File: src/rtl/cpu_pkg.sv
// cpu_pkg: opcode map, control-word layout and per-opcode decode helper
// shared by the decode stage and its scoreboard.
package cpu_pkg;

  localparam int OPC_W = 5;

  // Register ALU ops
  localparam logic [4:0] OP_ADD     = 5'd0;
  localparam logic [4:0] OP_SUB     = 5'd1;
  localparam logic [4:0] OP_AND     = 5'd2;
  localparam logic [4:0] OP_OR      = 5'd3;
  localparam logic [4:0] OP_XOR     = 5'd4;
  localparam logic [4:0] OP_NOT     = 5'd5;
  localparam logic [4:0] OP_SHL     = 5'd6;
  localparam logic [4:0] OP_SHR     = 5'd7;
  // Immediate ALU ops
  localparam logic [4:0] OP_ADDI    = 5'd8;
  localparam logic [4:0] OP_SUBI    = 5'd9;
  localparam logic [4:0] OP_ANDI    = 5'd10;
  localparam logic [4:0] OP_ORI     = 5'd11;
  localparam logic [4:0] OP_XORI    = 5'd12;
  localparam logic [4:0] OP_SHLI    = 5'd13;
  localparam logic [4:0] OP_SHRI    = 5'd14;
  localparam logic [4:0] OP_MUL     = 5'd15;
  localparam logic [4:0] OP_DIV     = 5'd16;
  localparam logic [4:0] OP_MULI    = 5'd17;
  localparam logic [4:0] OP_DIVI    = 5'd18;
  // Branches
  localparam logic [4:0] OP_BEQ     = 5'd19;
  localparam logic [4:0] OP_BNE     = 5'd20;
  localparam logic [4:0] OP_BGE     = 5'd21;
  localparam logic [4:0] OP_BLT     = 5'd22;
  // Compares into the semaphore flag
  localparam logic [4:0] OP_CEQ     = 5'd23;
  localparam logic [4:0] OP_CNE     = 5'd24;
  localparam logic [4:0] OP_CGE     = 5'd25;
  localparam logic [4:0] OP_CLT     = 5'd26;
  // Memory, semaphore, jump
  localparam logic [4:0] OP_LD      = 5'd27;
  localparam logic [4:0] OP_ST      = 5'd28;
  localparam logic [4:0] OP_SEMA_RD = 5'd29;
  localparam logic [4:0] OP_SEMA_WR = 5'd30;
  localparam logic [4:0] OP_JALR    = 5'd31;

  // MSB first: alu_src ... sema_write
  typedef struct packed {
    logic alu_src;
    logic mem_branch;
    logic mem_write;
    logic mem_read;
    logic reg_write;
    logic mem_to_reg;
    logic sema_read;
    logic sema_write;
  } ctrl_t;

  typedef struct packed {
    ctrl_t ctrl;
    logic  use_rs1;
    logic  use_rs2;
    logic  imm_i;   // immediate taken from the i_imm field
    logic  imm_b;   // immediate taken from the split b_imm field
  } dec_t;

  function automatic dec_t decode_op(input logic [4:0] op);
    dec_t d;
    d = '0;
    d.use_rs1 = 1'b1;
    case (op)
      OP_ADD, OP_SUB, OP_AND, OP_OR, OP_XOR, OP_SHL, OP_SHR, OP_MUL, OP_DIV: begin
        d.ctrl.reg_write = 1'b1;
        d.use_rs2        = 1'b1;
      end
      OP_NOT: d.ctrl.reg_write = 1'b1;
      OP_ADDI, OP_SUBI, OP_ANDI, OP_ORI, OP_XORI, OP_SHLI, OP_SHRI, OP_MULI, OP_DIVI: begin
        d.ctrl.alu_src   = 1'b1;
        d.ctrl.reg_write = 1'b1;
        d.imm_i          = 1'b1;
      end
      OP_BEQ, OP_BNE, OP_BGE, OP_BLT: begin
        d.ctrl.mem_branch = 1'b1;
        d.use_rs2         = 1'b1;
        d.imm_b           = 1'b1;
      end
      OP_CEQ, OP_CNE, OP_CGE, OP_CLT: begin
        d.ctrl.sema_write = 1'b1;
        d.use_rs2         = 1'b1;
      end
      OP_LD: begin
        d.ctrl.mem_read   = 1'b1;
        d.ctrl.reg_write  = 1'b1;
        d.ctrl.mem_to_reg = 1'b1;
        d.use_rs1         = 1'b0;
        d.imm_i           = 1'b1;
      end
      OP_ST: begin
        d.ctrl.mem_write = 1'b1;
        d.imm_i          = 1'b1;
      end
      OP_SEMA_RD: begin
        d.ctrl.reg_write = 1'b1;
        d.ctrl.sema_read = 1'b1;
        d.use_rs1        = 1'b0;
      end
      OP_SEMA_WR: d.ctrl.sema_write = 1'b1;
      OP_JALR: begin
        d.ctrl.mem_branch = 1'b1;
        d.ctrl.reg_write  = 1'b1;
      end
      default: d = '0;
    endcase
    return d;
  endfunction

endpackage

File: src/rtl/decode_scoreboard.sv
// decode_scoreboard: one busy bit per register, tracking writes that have
// been issued but not yet retired, and the resulting issue hazard.
// Ports:
//   clk, rst                     clock, async active-high reset
//   set_i / set_id_i             mark a destination busy (issue)
//   clr_wb_i / clr_wb_id_i       retire from writeback
//   clr_fl_i / clr_fl_id_i       squash of the instruction held in decode
//   rs1/rs2/rd _use_i, _id_i     operands of the candidate instruction
//   hazard_o                     candidate must not issue this cycle
module decode_scoreboard #(
  parameter int REG_ID_W = 4
) (
  input  logic                clk,
  input  logic                rst,
  input  logic                set_i,
  input  logic [REG_ID_W-1:0] set_id_i,
  input  logic                clr_wb_i,
  input  logic [REG_ID_W-1:0] clr_wb_id_i,
  input  logic                clr_fl_i,
  input  logic [REG_ID_W-1:0] clr_fl_id_i,
  input  logic                rs1_use_i,
  input  logic [REG_ID_W-1:0] rs1_id_i,
  input  logic                rs2_use_i,
  input  logic [REG_ID_W-1:0] rs2_id_i,
  input  logic                rd_use_i,
  input  logic [REG_ID_W-1:0] rd_id_i,
  output logic                hazard_o
);

  localparam int NREG = 2 ** REG_ID_W;

  logic [NREG-1:0] busy_q, busy_d;
  logic [NREG-1:0] clr_mask, set_mask, busy_eff;

  always_comb begin
    clr_mask = '0;
    if (clr_wb_i) clr_mask[clr_wb_id_i] = 1'b1;
    if (clr_fl_i) clr_mask[clr_fl_id_i] = 1'b1;
  end

  // A bit retiring this cycle already counts as free for the hazard check.
  assign busy_eff = busy_q & ~clr_mask;

  assign hazard_o = (rs1_use_i & busy_eff[rs1_id_i]) |
                    (rs2_use_i & busy_eff[rs2_id_i]) |
                    (rd_use_i  & busy_eff[rd_id_i]);

  // Kept apart from the hazard path: set_i depends on hazard_o through accept.
  always_comb begin
    set_mask = '0;
    if (set_i) set_mask[set_id_i] = 1'b1;
    set_mask[0] = 1'b0;
    busy_d = busy_eff | set_mask;  // set wins over a same-cycle clear
  end

  always_ff @(posedge clk or posedge rst) begin
    if (rst) busy_q <= '0;
    else     busy_q <= busy_d;
  end

endmodule

File: src/rtl/decode_stage.sv
// decode_stage: instruction decode with register file, writeback bypass and
// scoreboard-based issue stall; one-entry output register with valid/ready.
// Ports:
//   clk, rst                          clock, async active-high reset
//   flush                             squash the held instruction
//   in_valid/in_ready, instr          instruction input handshake
//   wb_valid, wb_we, wb_rd_id, wb_data  retire / regfile write
//   out_valid/out_ready               output handshake
//   out_opcode, out_ctrl, out_rd_id, out_rs1, out_rs2, out_imm  decoded fields
module decode_stage
  import cpu_pkg::*;
#(
  parameter int DATA_W     = 16,
  parameter int REG_ID_W   = 4,
  parameter int IMM_W      = 8,
  parameter int IMM_SIGNED = 0
) (
  input  logic                                clk,
  input  logic                                rst,
  input  logic                                flush,
  input  logic                                in_valid,
  output logic                                in_ready,
  input  logic [5+2*REG_ID_W+IMM_W-1:0]       instr,
  input  logic                                wb_valid,
  input  logic                                wb_we,
  input  logic [REG_ID_W-1:0]                 wb_rd_id,
  input  logic [DATA_W-1:0]                   wb_data,
  output logic                                out_valid,
  input  logic                                out_ready,
  output logic [OPC_W-1:0]                    out_opcode,
  output logic [7:0]                          out_ctrl,
  output logic [REG_ID_W-1:0]                 out_rd_id,
  output logic [DATA_W-1:0]                   out_rs1,
  output logic [DATA_W-1:0]                   out_rs2,
  output logic [DATA_W-1:0]                   out_imm
);

  localparam int NREG    = 2 ** REG_ID_W;
  localparam int INSTR_W = 5 + 2 * REG_ID_W + IMM_W;

  // Field extraction; the immediate overlaps the upper register fields.
  logic [OPC_W-1:0]    op;
  logic [REG_ID_W-1:0] rd_id, rs1_id, rs2_id;
  logic [IMM_W-1:0]    i_imm, b_imm, imm_raw;
  logic [DATA_W-1:0]   imm_ext;
  dec_t                dec;

  assign op     = instr[OPC_W-1:0];
  assign rd_id  = instr[5 +: REG_ID_W];
  assign rs1_id = instr[5+REG_ID_W +: REG_ID_W];
  assign rs2_id = instr[5+2*REG_ID_W +: REG_ID_W];
  assign i_imm  = instr[INSTR_W-1 -: IMM_W];
  assign b_imm  = {instr[INSTR_W-1 -: IMM_W-REG_ID_W], rd_id};
  assign dec    = decode_op(op);

  always_comb begin
    imm_raw = '0;
    if (dec.imm_i)      imm_raw = i_imm;
    else if (dec.imm_b) imm_raw = b_imm;
    if (IMM_SIGNED != 0) imm_ext = DATA_W'(signed'(imm_raw));
    else                 imm_ext = DATA_W'(imm_raw);
  end

  // Register file; r0 is never written so it always reads zero.
  logic [DATA_W-1:0] regs_q [NREG];
  logic              wr_en;

  assign wr_en = wb_valid & wb_we & (wb_rd_id != '0);

  always_ff @(posedge clk or posedge rst) begin
    if (rst) begin
      for (int i = 0; i < NREG; i++) regs_q[i] <= '0;
    end else if (wr_en) begin
      regs_q[wb_rd_id] <= wb_data;
    end
  end

  logic [DATA_W-1:0] rs1_val, rs2_val;

  always_comb begin
    rs1_val = '0;
    rs2_val = '0;
    if (dec.use_rs1 && rs1_id != '0)
      rs1_val = (wr_en && wb_rd_id == rs1_id) ? wb_data : regs_q[rs1_id];
    if (dec.use_rs2 && rs2_id != '0)
      rs2_val = (wr_en && wb_rd_id == rs2_id) ? wb_data : regs_q[rs2_id];
  end

  // Output register state
  logic                out_valid_q;
  logic [OPC_W-1:0]    out_opcode_q;
  ctrl_t               out_ctrl_q;
  logic [REG_ID_W-1:0] out_rd_id_q;
  logic [DATA_W-1:0]   out_rs1_q, out_rs2_q, out_imm_q;

  logic hazard, accept, fl_clr;

  assign in_ready = ~rst & ~flush & ~hazard & (~out_valid_q | out_ready);
  assign accept   = in_valid & in_ready;
  // Squashing the held instruction releases its destination.
  assign fl_clr   = flush & out_valid_q & out_ctrl_q.reg_write;

  decode_scoreboard #(.REG_ID_W(REG_ID_W)) u_sb (
    .clk         (clk),
    .rst         (rst),
    .set_i       (accept & dec.ctrl.reg_write),
    .set_id_i    (rd_id),
    .clr_wb_i    (wb_valid),
    .clr_wb_id_i (wb_rd_id),
    .clr_fl_i    (fl_clr),
    .clr_fl_id_i (out_rd_id_q),
    .rs1_use_i   (dec.use_rs1),
    .rs1_id_i    (rs1_id),
    .rs2_use_i   (dec.use_rs2),
    .rs2_id_i    (rs2_id),
    .rd_use_i    (dec.ctrl.reg_write),
    .rd_id_i     (rd_id),
    .hazard_o    (hazard)
  );

  always_ff @(posedge clk or posedge rst) begin
    if (rst) begin
      out_valid_q  <= 1'b0;
      out_opcode_q <= '0;
      out_ctrl_q   <= '0;
      out_rd_id_q  <= '0;
      out_rs1_q    <= '0;
      out_rs2_q    <= '0;
      out_imm_q    <= '0;
    end else if (accept) begin
      out_valid_q  <= 1'b1;
      out_opcode_q <= op;
      out_ctrl_q   <= dec.ctrl;
      out_rd_id_q  <= rd_id;
      out_rs1_q    <= rs1_val;
      out_rs2_q    <= rs2_val;
      out_imm_q    <= imm_ext;
    end else if (flush || out_ready) begin
      out_valid_q  <= 1'b0;
    end
  end

  assign out_valid  = out_valid_q;
  assign out_opcode = out_opcode_q;
  assign out_ctrl   = out_ctrl_q;
  assign out_rd_id  = out_rd_id_q;
  assign out_rs1    = out_rs1_q;
  assign out_rs2    = out_rs2_q;
  assign out_imm    = out_imm_q;

endmodule

File: config.mk
export PLATFORM = sky130hd
export DESIGN_NAME = decode_stage
export DESIGN_NICKNAME = d
export VERILOG_FILES = /design/src/rtl/cpu_pkg.sv /design/src/rtl/decode_scoreboard.sv /design/src/rtl/decode_stage.sv
export SDC_FILE = /design/constraint.sdc
export NUM_CORES = 1
export LEC_CHECK = 0
export ABC_CLOCK_PERIOD_IN_PS = 20100
export BUFFER_PORTS_ARGS = -buffer_cell sky130_fd_sc_hd__buf_2
export CAP_MARGIN = 20
export CORE_ASPECT_RATIO = 0.7
export CORE_MARGIN = 5
export CORE_UTILIZATION = 57
export CTS_CLUSTER_DIAMETER = 150
export CTS_CLUSTER_SIZE = 12
export DETAILED_ROUTE_END_ITERATION = 8
export GPL_ROUTABILITY_DRIVEN = 0
export PLACE_DENSITY = 0.76
export SYNTH_ARGS = -nofsm -noshare
export SYNTH_HDL_FRONTEND = slang
export SYNTH_SLANG_ARGS = --single-unit
File: constraint.sdc
create_clock -name clk -period 20.1 [get_ports clk]
set_input_delay 2.01 -clock clk [delete_from_list [all_inputs] [get_ports clk]]
set_output_delay 2.01 -clock clk [all_outputs]
set_load 0.1 [all_outputs]
==> key figures, run 1 <==
Synth
  • Synth warnings: 0
  • Number of synthesized flops with an enable pin: 0
  • Post-synthesis sequential area ratio: 45.4%
  • Async S/R FF share, synth: between 90% and 100%
  • Area leader, netlist: dfrtp_1
  • Simple-gate share of the synthesized area: under 10%
  • Synth Area in XOR/XNOR: 0.774%
  • Top cells by area, synth: dfrtp_1, mux4_2, mux2_2, mux2i_1, clkbuf_1
  • Top-area cell type share of the netlist area: 45.4%
  • Number of distinct library cells after synthesis: 67
  • Top_reg_cell synth: dfrtp_1
  • Fraction of the mapped netlist area in adder cells: 0%
  • Compound-Gate Fraction of Synth Area: 4.59%
  • Mux share of post-synthesis cell area: between 40% and 50%
  • Synth Area per Inst: ~14 um2
  • Largest family of logic cells by synthesized area: multiplexers
  • FF+latch count, synth: 329
  • Cell Area, Synth: 0.0181 mm2
  • Syn Inst Count: roughly 1300

STA
  • Final Hold Viols: 0
  • Post-route setup TNS: 0 ns
  • Clock skew: between 0.015 and 0.02 ns
  • Hold WS: between 0.3 and 0.4 ns
  • Fmax achieved: between 100 and 150 MHz
  • Worst-Margin Slew: between 1 and 1.5 ns
  • Final setup fails: 0
  • Slew HR: between 20% and 30%
  • RSZ-0062 raised after global routing: false
  • Fin crit period: 7.44 ns
  • Period utilisation layout: a little under two fifths
  • Slew Viols, Final: 0

Floorplan
  • Starting density of the core: between 50 and 60%
  • Area of the die: 0.0355 mm2
  • Core Rows: 54
  • Die Width: approximately 220 um
  • Io pins: 115
  • Die span in y: 159 um
  • Core ar.: 0.0313 mm2

Hold path
  • Hold Path Class: reg -> reg
  • Worst Hold Depth: 0

Placed design
  • DP HPWL: around 29000 um
  • Port bufs: between 100 and 150

GRT
  • Vias in the first global route: 12100
  • Largest net degree at the start of global routing: just under 200
  • Gr ovfl total: 0
  • Initial antenna violation count: 1
  • First-pass GRT wire length: ~76000 um
  • GRT Overall Usage: between 20 and 30%

Clocking
  • Clock Pin Slew Worst Setup and Hold Paths: around 0.060 ns
  • Hold-fix buffers, CTS: 0
  • H-tree Lvls: 1
  • Worst skew pair latency: ~0.60 ns
  • Setup Fix Bufs, Post-CTS: 0
  • Max clock buf depth: 3
  • CTS root buf: clkbuf_16
  • Post-CTS Resized: 0
  • Sink Count: roughly 330
  • Num CTS Buffers: 31
  • CTS tree: yes

Outcome
  • Status: completed

Setup path
  • Worst setup EP type: primary output
  • Critical path type: in -> out
  • Arrival @ worst endpoint: between 5 and 6 ns
  • Req. time, crit path: roughly 18 ns
  • Critical path startpoint category: input pin
  • R2R depth: 8
  • Crit-path max FO: between 40 and 50

Finish
  • Post-layout util: between 60% and 70%
  • Commonest non-fill, non-tap cell in the layout: dfrtp_1
  • Share of cells above drive strength 1: between 40% and 50%
  • Commonest non-fill, non-tap cells in the layout: dfrtp_1, mux2_2, mux4_2
  • Area grow syn2layout: 8.56%
  • Nets: roughly 1300

Route
  • First-iteration detailed-routing DRC count: between 1500 and 2000
  • First drt pass iteration count: 8
  • Post-route ant nets: 0
  • Final WL: between 40000 and 50000 um
  • Routed vias/inst: 6.96
  • WL per Instance: about 29 um
  • Via count: about 12000
  • DRC errors left: 0

Pwr
  • Sequential share of power: between 40% and 50%
  • Maximum vdd drop: ~0.085 mV
  • NetSw: roughly 0.00077 W
  • Switching Share: between 30 and 40%
  • Pwr Density: roughly 110 mW/mm2
  • Logic pwr share: about a third
  • Clk pwr share: roughly a quarter
  • Internal cell power: about 0.0013 W
  • P_leak: ~8.6 nW

Job
  • Max-cap viol count: 0
[logic make-up (layout without fill, tap and decap cells)]
| logic type | after synthesis | in the layout |
|---|---|---|
| compound gates | 97 | 97 |
| xor+xnor | 16 | 16 |
| buf+inv | 153 | 178 |
| flops | 329 | 329 |
| mux | 492 | 492 |
| other cells | 1 | 9 |
| simple gates | 175 | 175 |
[registers in the layout, summed over array words and instances (netlist names)]
| name | flops |
|---|---|
| u_sb.busy_q | 16 |
| regs_q | 256 |
| out_valid | 1 |
| out_rs2 | 16 |
| out_ctrl | 7 |
| out_rs1 | 16 |
| out_opcode | 5 |
| out_rd_id | 4 |
| out_imm | 8 |
[path summary, 6_finish.rpt]
path / from / slack, ns / endpoint
worst max-delay path: instr[13] / 12.66 / in_ready
worst min-delay path: regs_q[246]$_DFFE_PP0P_ / 0.40 / regs_q[246]$_DFFE_PP0P_
worst max register to register: out_rd_id[0]$_DFFE_PP0P_ / 15.97 / out_rs2[11]$_DFFE_PP0P_
worst min register to register: regs_q[246]$_DFFE_PP0P_ / 0.40 / regs_q[246]$_DFFE_PP0P_
max in group asynchronous: rst / 16.88 / regs_q[88]$_DFFE_PP0P_
min in group asynchronous: rst / 1.62 / out_ctrl[3]$_DFFE_PP0P_
[cells in the mapped netlist, drive strengths merged (3+ instances only)]
| library cell | n |
|---|---|
| dfrtp | 329 |
| mux2 | 290 |
| mux4 | 165 |
| clkbuf | 86 |
| nor2 | 65 |
| buf | 44 |
| mux2i | 37 |
| nand2 | 29 |
| inv | 23 |
| o21ai | 17 |
| a21oi | 15 |
| nand4 | 14 |
| nor3 | 13 |
| o41ai | 12 |
| xnor2 | 12 |
| nand2b | 9 |
| nand3 | 8 |
| or2 | 7 |
| a211oi | 6 |
| a2111oi | 5 |
| a22o | 5 |
| and3 | 5 |
| or3 | 5 |
| a211o | 4 |
| nor4 | 4 |
| o211ai | 4 |
| o311ai | 4 |
| xor2 | 4 |
| a31o | 3 |
| nand3b | 3 |
| o221ai | 3 |
| o31ai | 3 |
[worst max-delay path, stage by stage]
cell and delay, ns:
buf_4 0.55, buf_4 0.80, nor2_1 0.17, nand2_1 0.16, o221ai_1 0.14, a211o_1 0.34
a211oi_4 0.34, a21boi_1 0.37, buf_2 0.50
[cell type report]
type	instances	area, um2
antenna	1	2.50
clock buffer	31	776
clock inverter	2	28.8
fill	2293	11600
inverter	23	93.8
multi-input combinational	788	9310
sequential	329	8230
tap	420	526
timing repair buffer	122	696
[metal layers]
| metal | wire (um) | GRT usage, % | vias up | part of all wire (%) |
|---|---|---|---|---|
| li1 | - | - | 4870 | - |
| met1 | 20400 | 40.7 | 6231 | 42 |
| met2 | 21600 | 40.0 | 707 | 44 |
| met3 | 5140 | 7.24 | 136 | 10 |
| met4 | 1830 | 8.85 | 2 | 3.7 |
| met5 | 35 | 0.806 | - | 0.071 |
[metrics by stage]
step	total power, W	worst slack [ns]	instances	cell area [um2]
final	0.00208	12.66	1716	19700
after global routing	0.00216	12.42	1716	19700
after global placement	0.00154	12.72	1679	18800
after detailed placement	0.00157	12.70	1679	18800
after floorplan	0.00142	8.98	1270	18100
after CTS	0.00209	12.66	1712	19600
[power by group through the flow]
stage / clock network (W) / registers [W] / logic (W)
floorplan: 0 / 0.00110 / 0.000325
CTS: 0.000528 / 0.000886 / 0.000672
detailed placement: 0 / 0.000895 / 0.000670
finish: 0.000520 / 0.000890 / 0.000672
global placement: 0 / 0.000883 / 0.000658
global route: 0.000551 / 0.000903 / 0.000706
Power figures use the tool's default switching activity.
==> run 2: changes to the inputs <==
ABC_AREA = 1   (was not set)
ABC_CLOCK_PERIOD_IN_PS = 7190   (was 20100)
clock period = 7.19 ns   (was 20.1 ns; I/O delays follow)
==> key figures, run 2 <==
Synth
  • Synth warnings: 0
  • Top_reg_cell synth: dfrtp_1
  • Leading cell types by count after synthesis: nand2_1, o21ai_0, dfrtp_1
  • Synth Area per Inst: 7.70 um2
  • Top-area cell type share of the netlist area: between 40% and 50%
  • Async S/R FF share, synth: between 90% and 100%
  • Post-synthesis sequential area ratio: between 40% and 50%
  • Number of synthesized flops with an enable pin: 0
  • FF+latch count, synth: roughly 330
  • Area leader, netlist: dfrtp_1
  • Number of distinct library cells after synthesis: between 40 and 50
  • Top cells by area, synth: dfrtp_1, nand2_1, o21ai_0, a21oi_1, o221ai_1
  • Cell Area, Synth: between 0.015 and 0.02 mm2
  • Most frequent cell after synthesis: nand2_1
  • Syn Inst Count: about 2300

Setup path
  • Critical path startpoint category: input pin
  • Crit-path max FO: 48
  • Arrival @ worst endpoint: about 4.0 ns
  • Worst setup EP type: primary output
  • Critical path type: in -> out
  • Req. time, crit path: between 6 and 7 ns

Finish
  • Diodes inserted: 0
  • Commonest non-fill, non-tap cell in the layout: nand2_1
  • Area grow syn2layout: 7.59%
  • Max reg flops: 256
  • Commonest non-fill, non-tap cells in the layout: nand2_1, o21ai_0, dfrtp_1
  • Nets: 2293
  • Reg with most FFs: regs_q
  • Design Area, Final: 0.0187 mm2
  • Share of cells above drive strength 1: 9.04%

STA
  • Final Hold Viols: 0
  • Slew Viols, Final: 0
  • Worst-Margin Slew: around 1.1 ns
  • Fin crit period: approximately 4.7 ns
  • Final setup fails: 0
  • Slew HR: between 20% and 30%
  • Period utilisation layout: between 60% and 70%
  • Fmax achieved: ~210 MHz
  • RSZ-0062 raised after global routing: false
  • Clock skew: 0.0244 ns
  • Hold WS: around 0.21 ns
  • Final worst-path setup slack: approximately 2.5 ns
  • Post-route setup TNS: 0 ns

Floorplan
  • Area of the die: around 0.034 mm2
  • Starting density of the core: 57.9%
  • Io pins: between 100 and 150
  • Die span in y: 156 um
  • Core ar.: around 0.03 mm2
  • Die Width: ~220 um
  • Core Rows: 53

Job
  • Max-cap viol count: 0

Route
  • WL per Instance: ~22 um
  • DRC errors left: 0
  • First drt pass iteration count: 8
  • Post-route ant nets: 0
  • Via count: approximately 17000
  • Final WL: between 50000 and 60000 um
  • First-iteration detailed-routing DRC count: 2756
  • Routed vias/inst: 6.44

Clocking
  • Num CTS Buffers: 31
  • CTS root buf: clkbuf_16
  • CTS tree: yes
  • Sink Count: ~330
  • Post-CTS Resized: 0
  • Setup Fix Bufs, Post-CTS: 0
  • Max clock buf depth: 3
  • Worst skew pair latency: approximately 0.60 ns
  • Clock Pin Slew Worst Setup and Hold Paths: around 0.07 ns
  • H-tree Lvls: 1
  • Hold-fix buffers, CTS: 0

GRT
  • Initial antenna violation count: 0
  • First-pass GRT wire length: about 90000 um
  • Largest net degree at the start of global routing: 183
  • GRT Overall Usage: 33.4%
  • Gr ovfl total: 0
  • Vias in the first global route: ~16000

Pwr
  • Maximum vdd drop: between 0.2 and 0.3 mV
  • P_leak: 8.74 nW
  • Pwr Density: between 300 and 400 mW/mm2

Placed design
  • Port bufs: between 100 and 150
  • DP HPWL: 35600 um
  • Placed instance area: 0.0179 mm2
  • Worst slack at placement: about 2.5 ns

Hold path
  • Hold Path Class: in -> async

Outcome
  • Status: completed
==> run 2: cell count changes in the layout (fill, tap and decap cells not counted), moves of 77 or more <==
| cell | change |
|---|---|
| a21oi_1 | +117 |
| o21ai_0 | +401 |
| inv_1 | +96 |
| mux4_2 | -165 |
| nor2_1 | +77 |
| nand2_1 | +556 |
| mux2_2 | -276 |
| nand3_1 | +86 |
==> run 2: cell type report <==
cell class,count,area (um2)
clock buffers,31,776
clock inverters,2,28.8
fillers,2701,11400
inverters,132,499
multi-input cells,1609,7850
flip-flops and latches,329,8230
well taps,412,515
repair buffers,142,841
==> run 2: per-layer routing <==
layer	share of wire [%]	track usage [%]
met1	40	47.5
met2	42	48.8
met3	13	8.49
met4	4.8	14.3
met5	0	0
==> run 2: report_power, final <==
| group | internal (W) | switching [W] |
|---|---|---|
| combinational | 0.000380 | 0.00134 |
| sequential | 0.00220 | 0.000268 |
| clock | 0.000761 | 0.000694 |
==> run 2: cell families after synthesis <==
logic type / count (synthesis) / share of synthesized area (%)
buffers and inverters: 330 / 7.87
and+or+nand+nor: 848 / 19.7
AOI/OAI and AO/OA: 747 / 24.9
other: 1 / 0.0215
DFF: 329 / 47.3
xor gates and xnor gates: 6 / 0.302
==> run 2: stage by stage <==
stage / util (%) / total power, W / instances
2_1_floorplan: - / 0.00379 / 2268
3_3_place_gp: 59.5 / 0.00414 / 2622
3_5_place_dp: 59.5 / 0.00418 / 2623
4_1_cts: 62.2 / 0.00563 / 2656
5_1_grt: 62.2 / 0.00590 / 2657
6_report: 62.2 / 0.00565 / 2657
==> run 2: final timing paths <==
| path | from | endpoint | slack, ns | cells past startpoint |
|---|---|---|---|---|
| max | instr[9] | in_ready | 2.49 | 13 |
| min | rst | u_sb.busy_q[6]$_DFF_PP0_ | 0.21 | 2 |
| max reg2reg | out_rd_id[1]$_DFFE_PP0P_ | out_rs1[4]$_DFFE_PP0P_ | 4.08 | 15 |
| min reg2reg | regs_q[245]$_DFFE_PP0P_ | regs_q[245]$_DFFE_PP0P_ | 0.39 | 0 |
| max in group asynchronous | rst | regs_q[52]$_DFFE_PP0P_ | 5.57 | 3 |
| min in group clk | out_ready | out_valid$_DFFE_PP0P_ | 0.33 | 2 |
==> run 2: worst max-delay path, stage by stage <==
cell and delay (ns):
buf_2 0.38, inv_2 0.74, nand2_1 0.62, inv_2 0.36, nand2_1 0.08, nand2_1 0.06
a21oi_1 0.04, nand2_1 0.08, nand3_1 0.09, nand2_2 0.15, nand3_2 0.11, inv_1 0.07
buf_2 0.42
